File: config.mk
export PLATFORM = sky130hd
export DESIGN_NAME = ramio_arbiter
export DESIGN_NICKNAME = d
export VERILOG_FILES = /design/src/rtl/ramio_arbiter.sv
export SDC_FILE = /design/constraint.sdc
export NUM_CORES = 1
export LEC_CHECK = 0
export ABC_AREA = 1
export CAP_MARGIN = 20
export CORE_MARGIN = 4
export CORE_UTILIZATION = 39
export DETAILED_ROUTE_END_ITERATION = 12
export GPL_ROUTABILITY_DRIVEN = 0
export PLACE_DENSITY = 0.8
export SLEW_MARGIN = 20
export SYNTH_ARGS = -nofsm -noshare
export SYNTH_HDL_FRONTEND = slang
export SYNTH_SLANG_ARGS = --single-unit
File: constraint.sdc
create_clock -name clk -period 2.1 [get_ports clk]
set_clock_uncertainty 0.1 [all_clocks]
set_input_delay 0.315 -clock clk [delete_from_list [all_inputs] [get_ports clk]]
set_output_delay 0.315 -clock clk [all_outputs]
set_load 0.05 [all_outputs]
File: src/rtl/ramio_arbiter.sv
// N-channel arbiter sharing one ramio instance among hold-until-done requesters.
// Define RAMIO_ARBITER_FIXED_PRIORITY_EN for fixed lowest-index priority instead of round-robin.
module ramio_arbiter #(
  parameter int NumPorts        = 2,
  parameter int AddressBitWidth = 32,
  parameter int DataBitWidth    = 32
) (
  input  logic                                  clk,
  input  logic                                  rst,
  input  logic [NumPorts-1:0]                   req,
  input  logic [NumPorts*3-1:0]                 req_read_type,
  input  logic [NumPorts*2-1:0]                 req_write_type,
  input  logic [NumPorts*AddressBitWidth-1:0]   req_address,
  input  logic [NumPorts*DataBitWidth-1:0]      req_data_in,
  output logic [NumPorts-1:0]                   done,
  output logic [DataBitWidth-1:0]               rd_data,
  output logic [NumPorts-1:0]                   grant,
  output logic                                  ramio_enable,
  output logic [2:0]                            ramio_read_type,
  output logic [1:0]                            ramio_write_type,
  output logic [AddressBitWidth-1:0]            ramio_address,
  output logic [DataBitWidth-1:0]               ramio_data_in,
  input  logic [DataBitWidth-1:0]               ramio_data_out,
  input  logic                                  ramio_data_out_ready,
  input  logic                                  ramio_busy
);

  localparam int IdxW = (NumPorts > 1) ? $clog2(NumPorts) : 1;

  typedef enum logic [1:0] {
    ST_IDLE  = 2'd0,
    ST_ISSUE = 2'd1,
    ST_WAIT1 = 2'd2,
    ST_WAIT  = 2'd3
  } state_t;

  state_t                       state_r;
  logic [IdxW-1:0]              owner_r;
  logic                         is_read_r;
  logic [NumPorts-1:0]          grant_r;
  logic [NumPorts-1:0]          done_r;
  logic [DataBitWidth-1:0]      rd_data_r;
  logic                         en_r;
  logic [2:0]                   rt_r;
  logic [1:0]                   wt_r;
  logic [AddressBitWidth-1:0]   addr_r;
  logic [DataBitWidth-1:0]      wdata_r;

  logic [IdxW-1:0]              base_s;
  logic [2*NumPorts-1:0]        req_dbl_s;
  logic [2*NumPorts-1:0]        rot_s;
  logic                         sel_valid_s;
  logic [IdxW:0]                sel_off_s;
  logic [IdxW:0]                sel_sum_s;
  logic [IdxW-1:0]              sel_idx_s;
  logic [2:0]                   sel_rt_s;
  logic [1:0]                   sel_wt_s;
  logic [AddressBitWidth-1:0]   sel_addr_s;
  logic [DataBitWidth-1:0]      sel_data_s;
  logic                         sel_null_s;
  logic                         sel_read_s;
  logic                         complete_s;

  function automatic logic [NumPorts-1:0] to_onehot(input logic [IdxW-1:0] idx);
    logic [NumPorts-1:0] oh;
    oh = '0;
    for (int i = 0; i < NumPorts; i++) begin
      oh[i] = (idx == IdxW'(i));
    end
    return oh;
  endfunction

  // Priority search: first requester at or after base_s, modulo NumPorts.
  always_comb begin
    req_dbl_s   = {req, req};
    rot_s       = req_dbl_s >> base_s;
    sel_valid_s = 1'b0;
    sel_off_s   = '0;
    for (int i = NumPorts - 1; i >= 0; i--) begin
      sel_valid_s = sel_valid_s | rot_s[i];
      sel_off_s   = rot_s[i] ? (IdxW+1)'(i) : sel_off_s;
    end
    sel_sum_s = {1'b0, base_s} + sel_off_s;
    if (sel_sum_s >= (IdxW+1)'(NumPorts)) begin
      sel_idx_s = IdxW'(sel_sum_s - (IdxW+1)'(NumPorts));
    end else begin
      sel_idx_s = IdxW'(sel_sum_s);
    end
  end

  // Field mux for the selected channel and request classification.
  always_comb begin
    sel_rt_s   = 3'b000;
    sel_wt_s   = 2'b00;
    sel_addr_s = '0;
    sel_data_s = '0;
    for (int i = 0; i < NumPorts; i++) begin
      sel_rt_s   = (sel_idx_s == IdxW'(i)) ? req_read_type[3*i +: 3] : sel_rt_s;
      sel_wt_s   = (sel_idx_s == IdxW'(i)) ? req_write_type[2*i +: 2] : sel_wt_s;
      sel_addr_s = (sel_idx_s == IdxW'(i)) ? req_address[AddressBitWidth*i +: AddressBitWidth] : sel_addr_s;
      sel_data_s = (sel_idx_s == IdxW'(i)) ? req_data_in[DataBitWidth*i +: DataBitWidth] : sel_data_s;
    end
    sel_null_s = (sel_rt_s == 3'b000) && (sel_wt_s == 2'b00);
    sel_read_s = (sel_rt_s != 3'b000) && (sel_wt_s == 2'b00);
    complete_s = (ramio_busy == 1'b0) && (!is_read_r || ramio_data_out_ready);
  end

`ifdef RAMIO_ARBITER_FIXED_PRIORITY_EN
  assign base_s = '0;
`else
  logic [IdxW-1:0] ptr_r;
  logic            ptr_load_s;
  logic [IdxW-1:0] ptr_next_s;

  function automatic logic [IdxW-1:0] wrap_inc(input logic [IdxW-1:0] idx);
    logic [IdxW-1:0] nxt;
    if (idx == IdxW'(NumPorts - 1)) begin
      nxt = '0;
    end else begin
      nxt = idx + IdxW'(1);
    end
    return nxt;
  endfunction

  // Pointer moves past a channel once its null request or transaction completes.
  always_comb begin
    ptr_load_s = 1'b0;
    ptr_next_s = ptr_r;
    if ((state_r == ST_IDLE) && (done_r == '0) && sel_valid_s && sel_null_s) begin
      ptr_load_s = 1'b1;
      ptr_next_s = wrap_inc(sel_idx_s);
    end else if ((state_r == ST_WAIT) && complete_s) begin
      ptr_load_s = 1'b1;
      ptr_next_s = wrap_inc(owner_r);
    end else begin
      ptr_load_s = 1'b0;
      ptr_next_s = ptr_r;
    end
  end

  // Round-robin pointer register.
  always_ff @(posedge clk) begin
    if (rst) begin
      ptr_r <= '0;
    end else if (ptr_load_s) begin
      ptr_r <= ptr_next_s;
    end else begin
      ptr_r <= ptr_r;
    end
  end

  assign base_s = ptr_r;
`endif

  // Main sequencer: arbitration, single-cycle ramio enable, completion and done pulse.
  always_ff @(posedge clk) begin
    if (rst) begin
      state_r   <= ST_IDLE;
      owner_r   <= '0;
      is_read_r <= 1'b0;
      grant_r   <= '0;
      done_r    <= '0;
      rd_data_r <= '0;
      en_r      <= 1'b0;
      rt_r      <= 3'b000;
      wt_r      <= 2'b00;
      addr_r    <= '0;
      wdata_r   <= '0;
    end else begin
      done_r <= '0;
      case (state_r)
        ST_IDLE: begin
          en_r <= 1'b0;
          rt_r <= 3'b000;
          wt_r <= 2'b00;
          // Skip the done cycle: the finished requester is still holding req then.
          if (sel_valid_s && (done_r == '0)) begin
            if (sel_null_s) begin
              done_r <= to_onehot(sel_idx_s);
            end else begin
              grant_r   <= to_onehot(sel_idx_s);
              owner_r   <= sel_idx_s;
              is_read_r <= sel_read_s;
              rt_r      <= sel_read_s ? sel_rt_s : 3'b000;
              wt_r      <= sel_wt_s;
              addr_r    <= sel_addr_s;
              wdata_r   <= sel_data_s;
              state_r   <= ST_ISSUE;
            end
          end else begin
            state_r <= ST_IDLE;
          end
        end
        ST_ISSUE: begin
          if (!ramio_busy) begin
            en_r    <= 1'b1;
            state_r <= ST_WAIT1;
          end else begin
            en_r    <= 1'b0;
            state_r <= ST_ISSUE;
          end
        end
        ST_WAIT1: begin
          en_r    <= 1'b0;
          state_r <= ST_WAIT;
        end
        ST_WAIT: begin
          en_r <= 1'b0;
          if (complete_s) begin
            if (is_read_r) begin
              rd_data_r <= ramio_data_out;
            end else begin
              rd_data_r <= rd_data_r;
            end
            done_r  <= grant_r;
            grant_r <= '0;
            rt_r    <= 3'b000;
            wt_r    <= 2'b00;
            state_r <= ST_IDLE;
          end else begin
            state_r <= ST_WAIT;
          end
        end
        default: begin
          en_r    <= 1'b0;
          grant_r <= '0;
          state_r <= ST_IDLE;
        end
      endcase
    end
  end

  assign done             = done_r;
  assign rd_data          = rd_data_r;
  assign grant            = grant_r;
  assign ramio_enable     = en_r;
  assign ramio_read_type  = rt_r;
  assign ramio_write_type = wt_r;
  assign ramio_address    = addr_r;
  assign ramio_data_in    = wdata_r;

endmodule

**Word-level counts from Yosys, hierarchy flattened**

Cells that the tools add are included.

- $add $sub $neg: 4
- Order comparisons: 1
- Equality and inequality tests: 7
- Shifts and indexed selects: 1
- Mux-type cells: 36
- Bitwise gates (word level): 4
- Reductions and logical operators: 23

Operators with widths:

| cell | number |
|---|---|
| 32-bit 2-to-1 mux | 2 |
| 2-bit 2-to-1 mux | 13 |
| 3-bit 2-to-1 mux | 5 |
| 2-bit one-hot mux with 2 select lines | 3 |
| 1-bit 2-to-1 mux | 10 |
| 1-bit logical AND | 8 |
| 2-bit one-hot mux with 4 select lines | 1 |
| 2-bit logical NOT | 3 |
| 3-bit one-hot mux with 2 select lines | 1 |
| 3-bit AND reduction | 2 |
| 2-bit equality test (second input constant) | 2 |
| 2-bit inequality test (second input constant) | 2 |
| 2-bit AND reduction | 2 |
| 4-bit AND reduction | 1 |
| 2-bit nonzero test | 2 |
| 4-bit by 1-bit >> shifter with 2-bit output | 1 |
| 3-bit logical NOT | 1 |
| 3-bit inequality test (second input constant) | 1 |
| 1-bit NOT | 3 |
| 3-bit nonzero test | 1 |
| 3-bit OR reduction | 1 |
| 1-bit adder (second input constant) | 2 |
| 1-bit by 1-bit adder with 2-bit output | 1 |
| 2-bit by 1-bit equality test with 1-bit output (second input constant) | 1 |
| other kinds (7) | 7 |

- Register bits: 111
- Word-level logic and storage cells: 88

**Logic depth before layout (Yosys ltp)**

Gate-level depths: netlist (run 1).

- Depth in word-level cells: 13
- Depth in mapped cells: 15
- Depth with buffers taken out: 12

**Worst setup path before layout (run 1)**

OpenSTA, ideal clock, no wires.

- Path type: input to register
- Start: input port req[1]
- End: register addr_r[1] (netlist: ramio_address[1])
- Library setup time: 0.116 ns
- Arrival: 1.490 ns
- Required time: 1.884 ns
- Setup slack: 0.395 ns
- Cell stages on the path: 15
- Path through: nand2_1 nand2_2 nand2_2 buf_6 nand2_2 nand2_1 nand2_1 nor2_4 nand2_4 nand2_4 inv_2 buf_6 buf_8 nor2_2 nor2_1

- Word-level cells in the longest chain between the ends: 11

Ends and longest elaborated chain:

| item | RTL line | source |
|---|---|---|
| start, declared | 10 | `input logic [NumPorts-1:0] req,` |
| 4-bit by 1-bit >> shifter with 2-bit output * | 76 | `rot_s = req_dbl_s >> base_s;` |
| 1-bit 2-to-1 mux (2 in a row) | 81 | `sel_off_s = rot_s[i] ? (IdxW+1)'(i) : sel_off_s;` |
| 1-bit by 1-bit adder with 2-bit output | 83 | `sel_sum_s = {1'b0, base_s} + sel_off_s;` |
| 2-bit >= comparator or 1-bit subtractor (tied branches) | 84, 85 |  |
| 1-bit 2-to-1 mux | 84 | `if (sel_sum_s >= (IdxW+1)'(NumPorts)) begin` |
| 3-bit 2-to-1 mux or 2-bit 2-to-1 mux (tied branches) | 98, 99 |  |
| 3-bit logical NOT or 2-bit logical NOT (tied branches) | 103 | `sel_null_s = (sel_rt_s == 3'b000) && (sel_wt_s == 2'b00);` |
| 1-bit logical AND | 103 |  |
| 1-bit NOT (no source line) | n/a |  |
| 3-bit AND reduction (no source line) | n/a |  |
| end signal, assigned | 186 | `addr_r <= sel_addr_s;` |
| end, declared | 46 | `logic [AddressBitWidth-1:0] addr_r;` |

Mark *: on every way between the ends. The rest lies on a longest branch, timed or not.
A chain may end at the register's enable or synchronous reset.

**Final worst setup path (run 1)**

- Start: input port req[1]
- End: register wdata_r[28] (netlist: ramio_data_in[28])

- Word-level cells in the longest chain between the ends: 11

Ends and longest elaborated chain:

| item | RTL line | source |
|---|---|---|
| 4-bit by 1-bit >> shifter with 2-bit output * | 76 |  |
| 1-bit 2-to-1 mux (2 in a row) | 81 |  |
| 1-bit by 1-bit adder with 2-bit output | 83 |  |
| 2-bit >= comparator or 1-bit subtractor (tied branches) | 84, 85 |  |
| 1-bit 2-to-1 mux | 84 |  |
| 3-bit 2-to-1 mux or 2-bit 2-to-1 mux (tied branches) | 98, 99 |  |
| 3-bit logical NOT or 2-bit logical NOT (tied branches) | 103 |  |
| 1-bit logical AND | 103 |  |
| 1-bit NOT (no source line) | n/a |  |
| 3-bit AND reduction (no source line) | n/a |  |
| end signal, assigned | 187 | `wdata_r <= sel_data_s;` |
| end, declared | 47 | `logic [DataBitWidth-1:0] wdata_r;` |

Marks and branches as above.

==> flow_metrics.env, run 1 <==
export IMPL_initialDrtViolationCount=221
export IMPL_p_sw_uw=2093
export IMPL_synth_top_area_frac=0.4249
export IMPL_grt_overflow_total=0
export IMPL_multi_input_area_um2=2601
export IMPL_wl_um=16960
export IMPL_rows=42
export IMPL_grt_pass1_vias=5113
export IMPL_syn_to_final_growth_pct=64.67
export IMPL_synth_top_cell_by_area="dfxtp_1"
export IMPL_cp_required_ps=2240
export IMPL_crit_slowest_cell="clkdlybuf4s50_1"
export IMPL_cap_viol_max_count=0
export IMPL_final_area_um2=8612
export IMPL_p_clk_frac=0.318
export IMPL_combPwrFrac=0.314
export IMPL_diodes=0
export IMPL_ys_warn_count=0
export IMPL_pin_count=282
export IMPL_met1_usage=0.2236
export IMPL_antenna_found_initial=0
export IMPL_synth_area_top_cells="dfxtp_1 42%, nand2_1 19%, nor2_1 6.2%"
export IMPL_ctsHoldBuffers=0
export IMPL_critical_path_class="primary input to flop"
export IMPL_ant_nets=0
export IMPL_cts_max_path_buffers=2
export IMPL_static_leakage_power_uw=0.003628
export IMPL_avgSynthCellArea_um2=6.828
export IMPL_dr_pass1_iters=5
export IMPL_peakVddDrop_mv=0.4362
export IMPL_r2r_end="ramio_data_in[28]"
export IMPL_fin_crit_ps=2033
export IMPL_p_int_uw=4381
export IMPL_root_buffer="clkbuf_16"
export IMPL_initial_utilization=0.3965
export IMPL_die_height_um=123.8
export IMPL_cp_end_kind="flop"
export IMPL_insertion_delay_ps=350
export IMPL_hold_path_class="flop to flop"
export IMPL_syn_num_nets=946
export IMPL_top_usage_layer="met2"
export IMPL_cts_clk_slew_worst_paths_ps=70
export IMPL_r2r_cells=11
export IMPL_cts_inserted_buffers=9
export IMPL_grt_pass1_wl_um=25170
export IMPL_hold_worst_slack_ps=361.1
export IMPL_status="complete, no violations"
export IMPL_crit_path_end="ramio_data_in[28]"
export IMPL_yosysSeqAreaShare=0.4249
export IMPL_p_per_area_nw_per_um2=751.6
export IMPL_crit_path_cell_trace="clkdlybuf4s50_1 -> nand2_1 -> nand2_2 -> nand2_4 -> buf_4 -> o21ai_4 -> nor2_4 -> nand2_4 -> nand2_4 -> buf_16 -> o21ai_0 -> nor2_1"
export IMPL_power_frac_seq=0.368
export IMPL_final_hold_violation_count=0
export IMPL_synth_cell_types=27
export IMPL_core_area_um2=13190
export IMPL_grt_max_degree=69
export IMPL_crit_path_frequent_cell="nand2_4"
export IMPL_ys_ff_latch=111
export IMPL_placed_cell_area_um2=8233
export IMPL_grt_setup_unrepaired="no"
export IMPL_port_buffers=281
export IMPL_dieArea_um2=15330
export IMPL_viasPerCell=4.613
export IMPL_track_usage=0.2104
export IMPL_via_count=5591
export IMPL_slew_violations=0
export IMPL_startpoint_type="primary input"
export IMPL_fmax_mhz=491.8
export IMPL_relSlewSlack=0.5523
export IMPL_tns_ps=0
export IMPL_cts_sinks=111
export IMPL_htree_num_levels=3
export IMPL_synthCells=766
export IMPL_cts_tree="yes"
export IMPL_cp_startpoint="req[1]"
export IMPL_fill_cells=1168
export IMPL_slowest_delay_ps=510
export IMPL_crit_path_max_fanout=66
export IMPL_p_total_uw=6473
export IMPL_period_share=0.9683
export IMPL_worst_pin_slew_ps=671.5
export IMPL_r2r_start="base_s"
export IMPL_synth_area_um2=5230
export IMPL_r2r_slack_ps=210
export IMPL_remaining_drc_errors=0
export IMPL_arrival_ps=2170
export IMPL_nets=1211
export IMPL_final_layout_size_suffix_gt1_frac=0.1062
export IMPL_finalSetupViolCount=0
export IMPL_hpwl_um=12710
export IMPL_grtUsageMet3=0.09628
export IMPL_switching_share=0.3233
export IMPL_post_drt_wl_per_cell_um=13.99
export IMPL_regArea_um2=2222
export IMPL_die_width_um=123.8
export IMPL_grt_use_met2=0.3667
## power groups by stage
stage	combinational (µW)	clock [µW]	sequential, µW
final	2030	2060	2380
after global routing	2180	2170	2400
after floorplan	657	0	2990
after global placement	2020	0	2430
after CTS	2040	2090	2380
after detailed placement	2030	0	2430
## synth_stat cells (all sizes together)
cell    number
o21ai       70
dfxtp      111
buf         22
ha           4
nand3b       1
inv         26
or2          2
nand4        2
nor3         3
nor2       138
o211ai       1
a21oi       44
nand2      273
clkbuf      30
nand3       38
nor4         1
## worst max-delay path: cells and delay by family
| family | cells | cell delay, ps |
|---|---|---|
| and+or+nand+nor | 7 | 570 |
| buffers and inverters | 3 | 870 |
| AOI/OAI and AO/OA | 2 | 390 |
## what timing repair did
item,4_1_cts,5_1_grt
setup buffers,0,0
gates resized for setup,0,5
setup endpoints to repair,0,64
## final cells by class
cell class,instances,area share
Tap cell,176,0.02557
Clock inverter,4,0.01148
Sequential cell,111,0.2580
Multi-Input combinational cell,577,0.3020
Clock buffer,12,0.03095
Inverter,26,0.01162
Timing Repair Buffer,306,0.3603
## state kept, by name, indices dropped and copies added, names as in the netlist
signal and cells:
ramio_address 32, ramio_data_in 32, rd_data 32, ramio_read_type 3, done 2, grant 2
ramio_write_type 2, state_r 2, base_s 1, is_read_r 1, owner_r 1, ramio_enable 1
## how the worst min path moves through the flow
stage,to,slack (ps),cells past startpoint,start
finish,rd_data[8],360,2,rd_data[8]
floorplan,ramio_enable,290,1,ramio_busy
global placement,rd_data[22],350,2,rd_data[22]
CTS,rd_data[20],360,2,rd_data[20]
global route,ramio_write_type[1],380,2,ramio_write_type[1]
detailed placement,rd_data[20],350,2,rd_data[20]
## metrics by stage
| step | utilization | std cells | setup slack [ps] |
|---|---|---|---|
| 2_1_floorplan | - | 766 | 394.7 |
| 3_3_place_gp | 0.6242 | 1196 | -250.5 |
| 3_5_place_dp | 0.6242 | 1196 | -322.2 |
| 4_1_cts | 0.6519 | 1212 | 52.79 |
| 5_1_grt | 0.6529 | 1212 | 0.8329 |
| 6_report | 0.6529 | 1212 | 66.57 |
## layout by cell type (no fill, tap or decap), types with 4 or more instances in the layout
cell type          n
clkdlybuf4s50_1  279
o21ai_0           27
a21oi_1           44
dfxtp_1          111
inv_1             22
nor2_1            86
clkbuf_16          9
ha_1               4
buf_4             19
buf_12             7
nand2_1          265
nand2_2            5
o21ai_1           42
nor2_2            50
nand3_1           38
## layer usage
metal | routed length [µm] | up-vias
li1 | - | 2940
met1 | 6425 | 2422
met2 | 8178 | 205
met3 | 1977 | 24
met4 | 374 | 0
met5 | 0 | -
## kinds of logic (layout without fill, tap and decap cells)
group,count (synthesis),count (layout),synth area share
AO/OA/AOI/OAI,115,115,0.1127
flip-flops,111,111,0.4249
buffers and inverters,78,348,0.07871
adder cells (fa/ha/maj),4,4,0.009570
AND/OR/NAND/NOR,458,458,0.3742
Note: power is estimated with default switching activity, not from simulation.
==> run 2, diff against run 1 <==
- CTS_CLUSTER_SIZE: not set -> 28
==> results of run 2 <==
The final DEF is identical to that of run 1; final timing and power are the same.
==> run 3, diff against run 2 <==
- HOLD_SLACK_MARGIN: not set -> 0.08
==> results of run 3 <==
The final DEF is identical to that of run 1; final timing and power are the same.
